File: src/rtl/register_file_mp.sv
// -----------------------------------------------------------------------------
// register_file_mp
//   Parametrised multi-port register file for the MIPS datapath. Two write
//   ports (ALU writeback on port 0, load/late writeback on port 1), NUM_RD
//   combinational read ports, optional write-through bypass, optional
//   hardwired zero register and a registered same-address write-collision flag.
//
// Parameters
//   DATA_W   register width in bits
//   ADDR_W   address width; depth = 2**ADDR_W
//   NUM_RD   number of read ports (1..4)
//   BYPASS   1: same-cycle write data is forwarded to matching read lanes
//   ZERO_REG 1: register 0 reads 0 and ignores writes
//
// Ports
//   clk, rst_n            rising-edge clock, asynchronous active-low reset
//   regWrite0/1           write enables (port 1 wins on a same-address write)
//   writeReg0/1           write addresses
//   writeData0/1          write data
//   readReg               packed read addresses, lane k = [k*ADDR_W +: ADDR_W]
//   readData              packed read data,      lane k = [k*DATA_W +: DATA_W]
//   wrCollide             1 for one cycle after an effective same-address dual write
// -----------------------------------------------------------------------------
module register_file_mp #(
    parameter int DATA_W   = 32,
    parameter int ADDR_W   = 5,
    parameter int NUM_RD   = 2,
    parameter int BYPASS   = 1,
    parameter int ZERO_REG = 1
) (
    input  logic                     clk,
    input  logic                     rst_n,
    input  logic                     regWrite0,
    input  logic [ADDR_W-1:0]        writeReg0,
    input  logic [DATA_W-1:0]        writeData0,
    input  logic                     regWrite1,
    input  logic [ADDR_W-1:0]        writeReg1,
    input  logic [DATA_W-1:0]        writeData1,
    input  logic [NUM_RD*ADDR_W-1:0] readReg,
    output logic [NUM_RD*DATA_W-1:0] readData,
    output logic                     wrCollide
);

    localparam int DEPTH     = 1 << ADDR_W;
    localparam bit ZERO_EN   = (ZERO_REG != 0);
    localparam bit BYPASS_EN = (BYPASS != 0);

    logic [DATA_W-1:0] r_regs [DEPTH];
    logic              r_wr_collide;

    // Effective write enables: a write to the hardwired zero register is
    // dropped here, so it neither updates the array, bypasses, nor collides.
    logic w_we0;
    logic w_we1;
    logic w_same_addr;

    assign w_we0       = regWrite0 && !(ZERO_EN && (writeReg0 == '0));
    assign w_we1       = regWrite1 && !(ZERO_EN && (writeReg1 == '0));
    assign w_same_addr = (writeReg0 == writeReg1);

    always_ff @(posedge clk or negedge rst_n) begin
        if (!rst_n) begin
            // NOTE: the array is deliberately reset; software relies on every
            // register reading 0 after reset, so this cannot become plain RAM.
            for (int i = 0; i < DEPTH; i++) begin
                r_regs[i] <= '0;
            end
        end else begin
            // NOTE: non-blocking assignments; when both ports hit the same
            // address the later assignment (port 1) is the one that lands.
            if (w_we0) r_regs[writeReg0] <= writeData0;
            if (w_we1) r_regs[writeReg1] <= writeData1;
        end
    end

    always_ff @(posedge clk or negedge rst_n) begin
        if (!rst_n) begin
            r_wr_collide <= 1'b0;
        end else begin
            r_wr_collide <= w_we0 && w_we1 && w_same_addr;
        end
    end

    assign wrCollide = r_wr_collide;

    // Read lanes: zero-latency lookup, then forwarding (port 1 applied last so
    // it has priority), with reset and the zero register overriding everything.
    for (genvar k = 0; k < NUM_RD; k++) begin : g_rd
        logic [ADDR_W-1:0] w_addr;
        logic [DATA_W-1:0] w_rd;

        assign w_addr = readReg[k*ADDR_W +: ADDR_W];

        always_comb begin
            // NOTE: default assigned first so no path leaves w_rd unassigned
            // and no latch is inferred.
            w_rd = '0;
            if (rst_n && !(ZERO_EN && (w_addr == '0))) begin
                w_rd = r_regs[w_addr];
                if (BYPASS_EN && w_we0 && (writeReg0 == w_addr)) w_rd = writeData0;
                if (BYPASS_EN && w_we1 && (writeReg1 == w_addr)) w_rd = writeData1;
            end
        end

        assign readData[k*DATA_W +: DATA_W] = w_rd;
    end

endmodule
File: config.mk
export PLATFORM = sky130hd
export DESIGN_NAME = register_file_mp
export DESIGN_NICKNAME = d
export VERILOG_FILES = /design/src/rtl/register_file_mp.sv
export SDC_FILE = /design/constraint.sdc
export NUM_CORES = 2
export LEC_CHECK = 0
export CORE_MARGIN = 3
export CORE_UTILIZATION = 42
export DETAILED_ROUTE_END_ITERATION = 10
export SLEW_MARGIN = 20
export SYNTH_ARGS = -nofsm -noshare
export SYNTH_HDL_FRONTEND = slang
export SYNTH_SLANG_ARGS = --single-unit
File: constraint.sdc
create_clock -name clk -period 5.2 [get_ports clk]
set_input_delay 1.56 -clock clk [delete_from_list [all_inputs] [get_ports clk]]
set_output_delay 1.56 -clock clk [all_outputs]
set_load 0.01 [all_outputs]
[Word-level counts from Yosys, hierarchy flattened]
Index checks and enable logic that the tools add are counted.
Operators by class
  reductions and logical operators: 20
  bitwise gates (word level): 4
  order comparisons: 6
  equality and inequality tests: 5
  mux-type cells: 20
Operator list (count)
  $bwmux W1024: 2
  $mux W1024: 2
  $mux W32: 12
  $bmux W32 S5: 2
  $demux W32 S5: 2
  $eq A5 B5 Y1: 5
  $ge A6 B6 Y1 const B: 4
  $not A5 Y6: 4
  $logic_not A5 Y1: 4
  $logic_and A1 B1 Y1: 12
  $lt A6 B1 Y1 const B: 2
  $logic_not A1 Y1: 4
Word-level totals
  output and inout bits: 65
  flip-flop bits (word level): 1025

[Logic depth before layout (Yosys ltp)]
  depth after elaboration: 9
  gate-level depth with buffers: 10

[Worst setup path after synthesis]
No wires, ideal clock.
  path kind: input port to output port
  from: input port readReg[6]
  to: output port readData[37]
  arrival: 3.220 ns
  slack: 0.420 ns
  buffers on the path: 3
  cell stages on the path: 8
  cell sequence: buf_2 > buf_4 > buf_2 > mux4_2 > nand2_1 > a21oi_1 > nor4_1 > o21ai_0
On the way
  cells in the longest elaborated chain, start to end: 7
  elaborated cells between the ends (all ways): 14
RTL lines
  from (decl): RTL line 39  | input logic [NUM_RD*ADDR_W-1:0] readReg,
  $not A5 Y6 (not written as such): RTL line 99  | w_rd = r_regs[w_addr];
  $bmux W32 S5: RTL line 99
  $mux W32 (not written as such) (2 in a row): RTL line 99
  $mux W32: RTL line 100  | if (BYPASS_EN && w_we0 && (writeReg0 == w_addr)) w_rd = writeData0;
  $mux W32: RTL line 101  | if (BYPASS_EN && w_we1 && (writeReg1 == w_addr)) w_rd = writeData1;
  $mux W32 *: RTL line 98  | if (rst_n && !(ZERO_EN && (w_addr == '0))) begin
  to (decl): RTL line 40  | output logic [NUM_RD*DATA_W-1:0] readData,
Every way passes the cells marked *; elsewhere a longest branch is shown, timed or not. The select of a mux whose other input is x is not followed.

[Final worst setup path]
  from: input port readReg[1]
  to: output port readData[0]
The elaborated chain is that of the path after synthesis.

==> reports/results.ini <==
[status]
outcome = finished, violations left
violations = negative setup slack

[yosys]
synth.distinct_cells = 57
synth_area_sq_um = 65600
synthCells = 6979
syn-num-nets = 7067
ys_ff_latch = 1025
async_flop_share = 1.00
syn_area_per_cell_sq_um = 9.40
ys.flop_type = dfrtp_1
synth-edff-count = 0
yosys_warnings = 0
yosysSeqAreaShare = 0.391

[power]
p_per_area_nw_per_um2 = 351
p_leak_nw = 36.3
irDropWorstVdd_v = 0.000294
finalPower_mw = 28.7

[setup_path]
cp_max_fo = 7
timing.reg2reg.setup_slack_ns = 4.20
regToRegStartpoint = r_regs[913]
timing_worst_setup_path_type = input port to output port
crit_chain = buf_6, buf_12, buf_8, nand3b_1, buf_6, buf_12, o22ai_1, nor4_2, buf_4, and3_4, o21ai_2, buf_2
worstPathRequired_ns = 3.64
crit_arrival_ns = 3.71
crit_path_start = readReg[1]
max_stage_delay_ns = 0.45
crit_end = readData[0]
cpMaxStageDelayCell = nor4_2
rr_worst_depth = 3
end_kind = output port
r2r-end = r_regs[913]
start_kind = input port

[sta]
period_needed_ns = 5.27
clock.fmax_ghz = 0.190
slew-limit-headroom = 0.208
maxSlewViolCount = 0
hold_slack_ns = 0.400
period_share = 1.01
rsz0062_at_grt = true
setup_violations = 11
setup_tns_ns = -0.341
setup_ws_ns = -0.0692
hold_viol_final = 0
fin_skew_ns = 0
worst_pin_slew_ns = 1.19

[grt]
overflow = 0
grt_antenna_before_repair = 15
grt_max_degree = 134
grt_pass1_vias = 59600
grtUsageTotal = 0.381
grt_pass1_wl_mm = 444

[die]
die_w_um = 401
die-area_sq_um = 161000
io_pins = 153
rows = 144
die_y_um = 401
initial_core_util = 0.424
design.core.area_sq_um = 155000

[clock_tree]
cts_made_buffers = 115
clk_pin_slew_ns = 0.06
clockBufferDepth = 3
clkLatencyLatePin_ns = 0.78
cts_tree = done
clock_sinks = 1025
cts_max_level = 3
cts-root-buf = clkbuf_16
postCtsHoldBufs = 0

[finish]
fin_cells = 9410
nets = 7346
drive_gt1_frac = 0.210
area_growth_pct = 24.4

[placed_design]
gp_congestion = 0.987
dp_hpwl_mm = 190
dp.cells = 9026
pre_cts_slack_ns = -1.58
io_buffers = 152

[route]
drtPass1Iterations = 7
viasPerCell = 6.62
wl_mm = 319
vias = 62300
ant_nets = 0
drc = 0
wl_per_cell_um = 33.9
drtIter0Drc = 9256

[flow_run]
max_cap_violations = 0

[worst_hold_path]
min_path_cells = 0
min_path_type = flip-flop to flip-flop

-- layer usage --
metal	global-route usage	wire length, um	vias to the layer above
li1	-	-	25600
met1	0.469	113000	30300
met2	0.548	132000	4855
met3	0.123	41600	1526
met4	0.306	31600	6
met5	0	41	-
-- timing repair --
item | 4_1_cts | 5_1_grt
buffers inserted | 96 | 44
pin swaps | 85 | 58
cloned | 22 | 3
gates resized for setup | 566 | 171
endpoints found under the setup margin | 64 | 63
-- cells in the mapped netlist (65+ instances only) --
cell      instances  area [sq um]
nor4_1           95           594
nor2b_1          74           463
a21oi_1         755          3780
nor2_1          754          2830
dfrtp_1        1025         25600
buf_2           181           906
o21ai_0         416          2080
buf_4            82           616
nand2_1         562          2110
clkbuf_1        500          1880
mux4_2          131          2950
a22oi_1          65           488
o22ai_1         253          1580
mux2i_1        1675         16800
-- layout by cell type (no fill, tap or decap), drive strengths merged, types with 8 or more instances in the layout --
cell type,n
nand4b,9
clkdlybuf4s50,65
nor3,17
a31oi,32
a21oi,755
mux2,16
nand2,565
a22o,31
o21ai,467
a211oi,31
nor2,769
bufbuf,8
mux2i,1675
clkbuf,189
a22oi,65
buf,874
and3,32
bufinv,13
diode,11
clkinv,21
o22ai,253
nor4,97
dfrtp,1025
xor2,11
nand3,9
xnor2,14
clkdlybuf4s15,12
mux4,131
nor3b,8
a2111oi,31
nor2b,74
-- worst max-delay path: cells and delay by family --
kind	cells	cell delay, ns
AOI/OAI and AO/OA	2	0.18
and+or+nand+nor	3	0.78
buffers and inverters	7	1.14
-- power by group --
group          switching (mW)  total, mW  internal, mW
clock network            3.75       8.89          5.14
registers                1.91       12.0          10.1
logic                    3.99       7.80          3.81
total                    9.65       28.7          19.0
-- per-stage QoR --
| step | utilization | area, sq um |
|---|---|---|
| 6_report | 0.528 | 81600 |
| 5_1_grt | 0.528 | 81600 |
| 4_1_cts | 0.521 | 80500 |
| 3_5_place_dp | 0.477 | 73700 |
| 3_3_place_gp | 0.477 | 73700 |
| 2_1_floorplan | - | 65600 |
-- how the worst min path moves through the flow --
stage | start | end | slack, ns
after global routing | r_regs[997] | r_regs[997] | 0.41
after global placement | r_regs[1014] | r_regs[1014] | 0.38
after floorplan | r_regs[1000] | r_regs[1000] | 0.44
after detailed placement | r_regs[998] | r_regs[998] | 0.38
after CTS | r_regs[998] | r_regs[998] | 0.40
final | r_regs[998] | r_regs[998] | 0.40
-- registers in the layout (all words and copies together) (netlist names) --
signal,count
r_regs,1024
wrCollide,1
-- area by class of cell --
cell class / instances / area [sq um]
Antenna cell: 11 / 27.5
Clock buffer: 171 / 3380
Clock inverter: 43 / 641
Fill cell: 13700 / 73000
Inverter: 4 / 15.0
Multi-Input combinational cell: 5129 / 38400
Sequential cell: 1025 / 25600
Tap cell: 2044 / 2560
Timing Repair Buffer: 983 / 10900
-- kinds of logic (layout without fill, tap and decap cells) --
family	after synthesis	in the layout	share of synthesized area
muxes	1822	1822	0.303
and+or+nand+nor	1612	1612	0.106
buffers and inverters	825	1201	0.0566
xor gates and xnor gates	25	25	0.00334
DFF	1025	1025	0.391
AOI/OAI and AO/OA	1670	1670	0.140
other	0	11	0
No activity file was read; power rests on OpenSTA's default activity.
